`src/rtl/mult_share_sched.sv`:
```
// Round-robin scheduler time-sharing one shift-add multiplier (A_W x B_W, one
// partial product per cycle) between N_REQ requesters; tagged result via valid/ready.
module mult_share_sched #(
    parameter int N_REQ = 4,
    parameter int ID_W  = 2,
    parameter int A_W   = 16,
    parameter int B_W   = 8
) (
    input  logic                 clk,
    input  logic                 rst_n,
    input  logic [N_REQ-1:0]     req,
    input  logic [N_REQ*A_W-1:0] req_a,
    input  logic [N_REQ*B_W-1:0] req_b,
    output logic [N_REQ-1:0]     gnt,
    output logic                 busy,
    output logic                 res_valid,
    output logic [A_W-1:0]       res_data,
    output logic [ID_W-1:0]      res_id,
    input  logic                 res_ready
);
    localparam int CNT_W = (B_W > 1) ? $clog2(B_W) : 1;

    typedef enum logic [1:0] {IDLE, RUN, DONE} state_t;

    state_t           state, state_nxt;
    logic [A_W-1:0]   acc, mcand, acc_step;
    logic [B_W-1:0]   mplier;
    logic [CNT_W-1:0] cnt;
    logic [ID_W-1:0]  ptr, sel, idx;
    logic             any_req, last_step;

    // Search from ptr upward with wrap; descending loop so the smallest offset wins.
    always_comb begin
        any_req = 1'b0;
        sel     = '0;
        idx     = '0;
        for (int k = N_REQ - 1; k >= 0; k--) begin
            idx = ptr + ID_W'(k);
            if (req[idx]) begin
                any_req = 1'b1;
                sel     = idx;
            end
        end
    end

    assign last_step = (cnt == CNT_W'(B_W - 1));
    assign acc_step  = acc + (mplier[0] ? mcand : '0);
    assign busy      = (state != IDLE);

    always_comb begin
        state_nxt = state;
        case (state)
            IDLE:    if (any_req)   state_nxt = RUN;
            RUN:     if (last_step) state_nxt = DONE;
            DONE:    if (res_ready) state_nxt = IDLE;
            default:                state_nxt = IDLE;
        endcase
    end

    always_ff @(posedge clk or negedge rst_n) begin
        if (!rst_n) state <= IDLE;
        else        state <= state_nxt;
    end

    always_ff @(posedge clk or negedge rst_n) begin
        if (!rst_n) begin
            gnt       <= '0;
            res_valid <= 1'b0;
            res_data  <= '0;
            res_id    <= '0;
            acc       <= '0;
            mcand     <= '0;
            mplier    <= '0;
            cnt       <= '0;
            ptr       <= '0;
        end else begin
            gnt <= '0;
            case (state)
                IDLE: if (any_req) begin
                    gnt    <= N_REQ'(1) << sel;
                    mcand  <= req_a[sel*A_W +: A_W];
                    mplier <= req_b[sel*B_W +: B_W];
                    acc    <= '0;
                    cnt    <= '0;
                    res_id <= sel;
                    ptr    <= sel + 1'b1;
                end
                RUN: begin
                    // Fixed B_W steps even once mplier is exhausted.
                    acc    <= acc_step;
                    mcand  <= mcand << 1;
                    mplier <= mplier >> 1;
                    cnt    <= cnt + 1'b1;
                    if (last_step) begin
                        res_data  <= acc_step;
                        res_valid <= 1'b1;
                    end
                end
                DONE: if (res_ready) res_valid <= 1'b0;
                default: ;
            endcase
        end
    end
endmodule
```
`config.mk`:
```
export PLATFORM = sky130hd
export DESIGN_NAME = mult_share_sched
export DESIGN_NICKNAME = d
export VERILOG_FILES = /design/src/rtl/mult_share_sched.sv
export SDC_FILE = /design/constraint.sdc
export NUM_CORES = 1
export LEC_CHECK = 0
export ABC_CLOCK_PERIOD_IN_PS = 3500
export BUFFER_PORTS_ARGS = -buffer_cell sky130_fd_sc_hd__buf_2
export CAP_MARGIN = 5
export CORE_AREA = 2 2 91 93
export CTS_BUF_LIST = sky130_fd_sc_hd__clkbuf_2 sky130_fd_sc_hd__clkbuf_4 sky130_fd_sc_hd__clkbuf_8
export DETAILED_ROUTE_END_ITERATION = 10
export DIE_AREA = 0 0 93 95
export GPL_ROUTABILITY_DRIVEN = 0
export PLACE_DENSITY_LB_ADDON = 0.25
export SLEW_MARGIN = 20
export SYNTH_ARGS = -nofsm -noshare
export SYNTH_HDL_FRONTEND = slang
export SYNTH_SLANG_ARGS = --single-unit
```
`constraint.sdc`:
```
create_clock -name clk -period 3.5 [get_ports clk]
set_input_delay 0.7 -clock clk [delete_from_list [all_inputs] [get_ports clk]]
set_output_delay 0.7 -clock clk [all_outputs]
set_load 0.1 [all_outputs]
```
==> flow_summary.ini, run 1 <==
[timing]
fmax_ghz = 0.343
slew_headroom_pct = 39.6
drv_slew = 0
fin_crit_sh_pct = 83.2
setup_viol_count_final = 0
post-route-min-period_ns = 2.91
worstMarginPinSlew_ns = 0.906
worst_slack_ns = 0.588
rsz0062_at_grt = false
setup_tns_ns = 0
fin_worst_skew_ns = 0.00827
hold_viol_final = 0

[critical_path]
crit_slowest_cell = dfrtp_1
crit_start = mplier[0]
cp.required_ns = 3.72
reg2reg_from = mplier[0]
cp.arrival_ns = 3.13
crit_path_max_incr_delay_ns = 0.59
end_kind = register
critPathLaunchType = register
path_max_fanout = 17
critPathKind = reg2reg
path_cells = and2_1, ha_1, fa_1, a211oi_1, o21bai_1, a21oi_1, o211ai_1, mux2i_1, nand3_1

[floorplan]
rows = 33
ios = 127
die_w_um = 93
core-area_um2 = 7930
dieArea_um2 = 8840
initial_core_util_pct = 56.0
die_h_um = 95

[clock_network]
clk_pin_slew_ns = 0.08
worstSkewPairLatency_ns = 0.35
clockBufferDepth = 2
cts_made_buffers = 9
hold_buffers = 0
cts_setup_buffers = 0
htree_levels = 3
cts_resized = 0
clock-sinks = 70
clockRootBuffer = clkbuf_8
cts_tree = built

[synth]
yosysSeqAreaShare_pct = 39.4
synthTopCellsByCount = 70 x dfrtp_1, 51 x mux2i_1, 47 x nand2_1
ys_types = 52
synthCells = 463
ys.warnings.count = 0
synth_edf_count = 0
ys.flop_type = dfrtp_1
ys_ff_latch = 70
synth_top_cell_by_area = dfrtp_1
synth.most_common_cell = dfrtp_1
async_reset_ff_share_pct = 100
syn_area_um2 = 4440
synth.top_cell.area_share_pct = 39.4
ys_top_cells_by_area = dfrtp_1 39%, mux2i_1 11%, ha_1 5.9%
syn_nets = 588
syn_avg_cell_area_um2 = 9.60

[place]
post-place-ws_ns = 0.617
dp_hpwl_mm = 7.98
portBuffers = 126

[power]
vdd_drop_max_mv = 0.581
power.leakage_uw = 0.00280
powerDensity_nw_per_um2 = 1070
finalPower_uw = 5790

[cells_and_area]
antenna_cells = 0
drive_gt1_share_pct = 28.0
finalNetCount = 703
multi_input_area_um2 = 2530
area.growth.synth_to_final_pct = 22.0
seq_area_um2 = 1750
fillers = 654

[detailed_routing]
wl_mm = 11.2
firstDrtPassIters = 4
ant_nets = 0
via_per_inst = 5.95
vias = 4091
drc_errors = 0
drt_iter0_drc = 240
wire_per_inst_um = 16.3

[global_routing]
grt_pass1_vias = 3803
grt_pass1_wl_mm = 18.1
grt_max_degree = 71
track_usage_pct = 26.3
grt_overflow_total = 0
antenna_found_initial = 0

[status]
outcome = finished, final reports clean

[hold_path]
hold_class = reg2reg
min_from = res_data[11]

[run]
maxCapViolations = 0
## layer usage
layer	up-vias	global-route usage [%]	routed length, um
li1	1932	-	-
met1	1973	34.7	4760
met2	167	44.6	5630
met3	19	4.63	664
met4	0	7.72	196
met5	-	0	0
## worst paths after layout
path,end,slack (ns),cells after the start
setup / recovery,res_data[14],0.59,9
hold / removal,res_data[11],0.48,2
setup reg to reg,res_data[14],0.59,9
min in group asynchronous,res_data[10],0.53,2
max in group asynchronous,mcand[6],2.35,2
hold reg to reg,res_data[11],0.48,2
## where the power goes
group,switching (uW),internal (uW)
sequential,252,1190
clock,322,586
combinational,2280,1150
total,2860,2930
## flip-flops by register name, summed over array words and instances, names as in the netlist
| signal | flops |
|---|---|
| acc | 16 |
| cnt | 3 |
| res_data | 16 |
| res_valid | 1 |
| mcand | 16 |
| ptr | 2 |
| state | 2 |
| res_id | 2 |
| gnt | 4 |
| mplier | 8 |
## metrics by stage
stage / cell area [um^2] / utilization (%) / cells / hold WS [ns]
after CTS: 5420 / 68.4 / 688 / 0.482
after detailed placement: 5140 / 64.8 / 672 / 0.458
final: 5420 / 68.4 / 688 / 0.477
after global routing: 5420 / 68.4 / 688 / 0.513
after global placement: 5140 / 64.8 / 672 / 0.456
after floorplan: 4440 / - / 463 / 0.404
## layout by cell type, fill, tap and decap left out, types with 8 or more instances in the layout
cell type / Yosys / final
o221ai_1: 22 / 22
xnor2_1: 10 / 10
and2_1: 21 / 21
dfrtp_1: 70 / 70
nand2_1: 47 / 47
nor2_1: 10 / 10
ha_1: 21 / 21
o21ai_0: 34 / 34
nand3_1: 9 / 9
buf_2: 7 / 126
mux2i_1: 51 / 51
a21oi_1: 36 / 36
and3_1: 22 / 22
clkbuf_8: 0 / 11
inv_1: 8 / 8
## cell families (layout without fill, tap and decap cells)
kind of cell / count (synthesis) / count (layout) / synth area share, %
fa+ha+maj: 22 / 22 / 6.36
compound gates: 138 / 138 / 20.6
buf+inv: 37 / 157 / 4.05
flops: 70 / 70 / 39.4
mux: 53 / 53 / 12.0
simple gates: 131 / 131 / 15.2
xor+xnor: 12 / 12 / 2.37
## area by class of cell
| class | instances | share of cell area [%] |
|---|---|---|
| Timing Repair Buffer | 133 | 12.8 |
| Multi-Input combinational cell | 356 | 46.7 |
| Clock inverter | 5 | 2.38 |
| Inverter | 8 | 0.554 |
| Clock buffer | 11 | 2.79 |
| Sequential cell | 70 | 32.3 |
| Tap cell | 105 | 2.42 |
## critical path: cells and delay by family, from the launching register on
kind,cells,cell delay [ns]
multiplexers,1,0.22
flip-flops,1,0.59
adder cells (fa/ha/maj),2,0.67
AND/OR/NAND/NOR,2,0.37
AO/OA/AOI/OAI,4,0.92
No activity file was read; power rests on OpenSTA's default activity.
==> run 2: changes to the inputs <==
ABC_CLOCK_PERIOD_IN_PS = 2600   (was 3500)
CORE_AREA = 2 2 99 101   (was 2 2 91 93)
DIE_AREA = 0 0 101 103   (was 0 0 93 95)
clock period = 2.6 ns   (was 3.5 ns; I/O delays follow)
==> run 2 against run 1 <==
Maximum frequency grew 20%. Clock-buffer cell count fell by 1. Clock skew grew 0.0046 ns. Combinational power rose by 37%. Core utilization is 11 points lower. Non-clock buffer count rose by 9. Register-to-register slack got worse by 0.41 ns. Total power up 31%. Largest cell class unchanged. Global-route usage fell by 4.5 points. Via count down 3.8%.
==> flow_summary.ini, run 2 (same netlist as run 1, synthesis figures left out) <==
[power]
powerDensity_nw_per_um2 = 1390
p_sw_uw = 3850
p_int_uw = 3710
combinationalPowerShare_pct = 62.3
vdd_drop_max_mv = 0.535
power_frac_seq_pct = 25.6
power.leakage_uw = 0.00281
switching_share_pct = 50.9
share_clk_of_total_power_pct = 12.1

[critical_path]
crit_slowest_cell = dfrtp_1
r2r_end = acc[15]
crit_path_max_incr_delay_ns = 0.42
r2r_cells = 9
path_cells = buf_4, and2_1, ha_1, and2_1, o21a_1, a2111oi_2, a211oi_1, xnor2_1, o21ai_1
reg2reg_from = mplier[0]
r2r_setup_slack_ns = 0.18
critPathLaunchType = register
crit_family = compound AO/OA/AOI/OAI gates
critPathKind = reg2reg
critPathMostFrequentCell = and2_1
worst-path-buf-inv = 1
cp.required_ns = 2.82
cp_num_cells = 9
end_kind = register
cp.arrival_ns = 2.64
path_max_fanout = 11

[detailed_routing]
wl_mm = 10.9
drt_iter0_drc = 214
met1_length_mm = 4.55
vias = 3935
firstDrtPassIters = 4
ant_nets = 0
wire_per_inst_um = 15.4
top_layer = met4
via_per_inst = 5.57
wl_met2_mm = 5.53
drc_errors = 0
route.met3.wl_um = 545

[cells_and_area]
layoutNonFillerInstCount = 706
area.growth.synth_to_final_pct = 22.6
drive_gt1_share_pct = 29.4
largestRegisters = acc x16, mcand x16, res_data x16
stdcell_area_um2 = 5450
antenna_cells = 0
utilization_pct = 57.6
finalNetCount = 712
mostFrequentLayoutCell = buf_2
mostFrequentLayoutCells = 126 x buf_2, 70 x dfrtp_1, 51 x mux2i_1

[run]
maxCapViolations = 0

[place]
placed_cell_area_um2 = 5230
dp_hpwl_mm = 8.27
portBuffers = 126
placed_cells = 690

[clock_network]
htree_levels = 3
clk_pin_slew_ns = 0.08
clock-sinks = 70
hold_buffers = 0
worstSkewPairLatency_ns = 0.36
cts_tree = built
clockRootBuffer = clkbuf_8
clockBufferDepth = 2
cts_made_buffers = 9

[global_routing]
grt_pass1_vias = 3760
antenna_found_initial = 0
grt_overflow_total = 0
grt_max_degree = 53
track_usage_pct = 21.8
grt_pass1_wl_mm = 17.8

[timing]
hold_viol_final = 0
post-route-min-period_ns = 2.42
fin_crit_sh_pct = 93.1
slew_headroom_pct = 58.2
setup_viol_count_final = 0
drv_slew = 0
worstMarginPinSlew_ns = 0.627
fmax_ghz = 0.413
fin_worst_skew_ns = 0.0129

[status]
outcome = finished, final reports clean

[hold_path]
hold_class = in2async

[floorplan]
ios = 127
die_h_um = 103
initial_core_util_pct = 47.0
die_w_um = 101
dieArea_um2 = 10400
core-area_um2 = 9460
rows = 36
==> run 2: cell count changes in the layout (fill, tap and decap cells not counted) <==
| cell | change |
|---|---|
| a2111oi_2 | +1 |
| a21oi_2 | +2 |
| clkinvlp_4 | +1 |
| buf_12 | +1 |
| a21oi_1 | -2 |
| clkinv_2 | +1 |
| inv_6 | +2 |
| a2111oi_0 | -1 |
| bufinv_16 | -3 |
| clkbuf_8 | -1 |
| nand2b_2 | -1 |
| nand2b_1 | +1 |
| buf_4 | +8 |
==> run 2: power groups by stage <==
stage               sequential, uW  clock, uW  combinational [uW]
floorplan                     2810          0                2790
global placement              1940          0                4560
detailed placement            1960          0                4670
CTS                           1940        941                4710
global route                  2000        981                5180
finish                        1940        912                4710
==> run 2: cell type report <==
| cell class | count | area, um^2 |
|---|---|---|
| clock buffer | 10 | 138 |
| clock inverter | 6 | 68.8 |
| fill | 859 | 4010 |
| inverter | 8 | 30.0 |
| multi-input combinational | 356 | 2540 |
| sequential | 70 | 1750 |
| tap | 114 | 143 |
| timing repair buffer | 142 | 776 |
==> run 2: routing by layer <==
layer / GRT usage [%] / vias to the layer above
met1: 27.1 / 1848
met5: 0 / -
li1: - / 1945
met2: 37.6 / 118
met3: 5.02 / 24
met4: 7.07 / 0
==> run 2: stage by stage <==
stage | hold slack [ns] | setup TNS, ns | total power [uW] | setup WS (ns)
4_1_cts | 0.195 | 0 | 7580 | 0.0720
2_1_floorplan | 0.224 | 0 | 5600 | 0.201
6_report | 0.180 | 0 | 7560 | 0.179
3_5_place_dp | 0.455 | 0 | 6630 | 0.0674
5_1_grt | 0.236 | -0.00424 | 8160 | -0.00424
3_3_place_gp | 0.457 | 0 | 6500 | 0.200
==> run 2: repair_timing <==
item,4_1_cts,5_1_grt
gates resized for setup,0,4
setup endpoints to repair,0,10
buffers inserted,0,0
==> run 2: worst max-delay path by stage <==
stage | from | to | slack, ns
final | mplier[0] | acc[15] | 0.18
after global routing | mplier[0] | res_data[14] | -0.004
after detailed placement | mplier[0] | acc[15] | 0.07
after floorplan | mplier[0] | res_data[8] | 0.20
after global placement | mplier[0] | acc[15] | 0.20
after CTS | mplier[0] | acc[15] | 0.07
==> run 2: worst reg2reg max path: stages, from the launching register on <==
cell       delay, ns
dfrtp_1         0.42
buf_4           0.18
and2_1          0.14
ha_1            0.34
and2_1          0.22
o21a_1          0.23
a2111oi_2       0.37
a211oi_1        0.11
xnor2_1         0.21
o21ai_1         0.08
==> run 3: changes to the inputs <==
SETUP_SLACK_MARGIN = 0.3   (was unset)
==> run 3 against run 2 <==
Core utilization is 3.3 points higher. Total power is 8.8% higher. Sequential share of layout area is 1.7 points lower. Critical path depth stayed put. Final cell count is 0.57% higher. Via count is 2.2% higher. Combinational power is 14% higher. Setup slack better by 0.097 ns. Sequential cell count stayed put. Largest power group unchanged.
==> flow_summary.ini, run 3 (same netlist as run 1, synthesis figures left out) <==
[status]
outcome = finished, final reports clean

[critical_path]
r2r_setup_slack_ns = 0.28
path_max_fanout = 7
cp.required_ns = 2.88
reg2reg_from = mplier[0]
critPathKind = reg2reg
end_kind = register
r2r_end = acc[13]
cp.arrival_ns = 2.60
r2r_cells = 9
critPathLaunchType = register

[place]
dp_hpwl_mm = 8.30
placed_cell_area_um2 = 5250
portBuffers = 126

[global_routing]
grt_pass1_wl_mm = 17.8
grt_max_degree = 50
track_usage_pct = 21.9
grt_overflow_total = 0
antenna_found_initial = 0
grt_pass1_vias = 3747

[cells_and_area]
largestRegisters = acc x16, mcand x16, res_data x16
mostFrequentLayoutCell = buf_2
mostFrequentLayoutCells = 126 x buf_2, 69 x dfrtp_1, 51 x mux2i_1
stdcell_area_um2 = 5760
drive_gt1_share_pct = 34.9
area.growth.synth_to_final_pct = 29.6
finalNetCount = 716
antenna_cells = 0

[floorplan]
ios = 127
die_h_um = 103
die_w_um = 101
dieArea_um2 = 10400
core-area_um2 = 9460
rows = 36
initial_core_util_pct = 47.0

[power]
vdd_drop_max_mv = 0.621
powerDensity_nw_per_um2 = 1430
power.leakage_uw = 0.00288

[clock_network]
cts_made_buffers = 9
clockRootBuffer = clkbuf_8
htree_levels = 3
worstSkewPairLatency_ns = 0.35
cts_tree = built
clk_pin_slew_ns = 0.08
clock-sinks = 70
clockBufferDepth = 2

[timing]
setup_viol_count_final = 0
fin_crit_sh_pct = 89.4
slew_headroom_pct = 53.1
hold_viol_final = 0
fmax_ghz = 0.430
worstMarginPinSlew_ns = 0.703
setup_tns_ns = 0
fin_worst_skew_ns = 0.00641
post-route-min-period_ns = 2.32
drv_slew = 0
rsz0062_at_grt = true

[detailed_routing]
wire_per_inst_um = 16.3
via_per_inst = 5.67
ant_nets = 0
firstDrtPassIters = 6
drt_iter0_drc = 201
wl_mm = 11.6
drc_errors = 0
vias = 4023

[run]
maxCapViolations = 0

[hold_path]
hold_class = in2async
## run 3: cell count changes in the layout (fill, tap and decap cells not counted), moves of 3 or more
cell / previous run / this run
ha_1: 21 / 9
ha_4: 0 / 10
o21ai_0: 34 / 26
a211oi_1: 6 / 1
o21ai_1: 5 / 10
a211oi_2: 3 / 6
and2_1: 21 / 18
and2_4: 0 / 3
## run 3: what timing repair did
action | in CTS | in global routing
endpoints found under the setup margin | 18 | 19
cloned | 0 | 0
setup buffers | 2 | 3
pin swaps | 12 | 31
hold buffers | 0 | 0
resized for setup | 24 | 30
## run 3: area by class of cell
cell class              count  area, um^2
repair buffers            146         838
fillers                   805        3700
clock buffers              10         138
clock inverters             6        61.3
flip-flops and latches     70        1750
well taps                 114         143
multi-input cells         356        2790
inverters                   8        30.0
## run 3: per-layer routing
metal  wire (um)  up-vias  global-route usage (%)
met1        4920     1914                    29.0
met5           0        -                       0
met4         195        0                    6.55
met3         631       20                    4.61
met2        5820      136                    36.3
li1            -     1953                       -
## run 3: how the worst max path moves through the flow
stage                     startpoint  slack (ns)  cells past startpoint           end
after floorplan            mplier[0]        0.30                     10  res_data[14]
after global placement     mplier[0]        0.18                      9  res_data[14]
after detailed placement   mplier[0]        0.11                      9  res_data[14]
after CTS                  mplier[0]        0.30                      9       acc[10]
after global routing       mplier[0]        0.19                      9  res_data[13]
final                      mplier[0]        0.28                      9       acc[13]
## run 3: critical path, stage by stage, from the launching register on
cell	delay, ns
dfrtp_2	0.46
buf_6	0.14
and2_1	0.16
ha_4	0.20
a211oi_4	0.26
nor3_4	0.07
o311ai_4	0.37
nor2b_2	0.10
or3_1	0.37
o21ai_1	0.12
## run 3: power by group
| group | total (uW) | internal (uW) | switching [uW] |
|---|---|---|---|
| registers | 1980 | 1610 | 369 |
| clock network | 894 | 466 | 428 |
| logic | 5350 | 2010 | 3340 |
## run 3: through the flow
stage	utilization [%]	instances	hold WS [ns]	power (uW)	worst slack, ns
floorplan	-	463	0.224	5610	0.302
global placement	55.5	689	0.461	6570	0.181
detailed placement	55.5	689	0.465	6700	0.108
CTS	59.1	707	0.229	7880	0.297
global route	60.9	710	0.254	8790	0.195
finish	60.9	710	0.205	8220	0.276
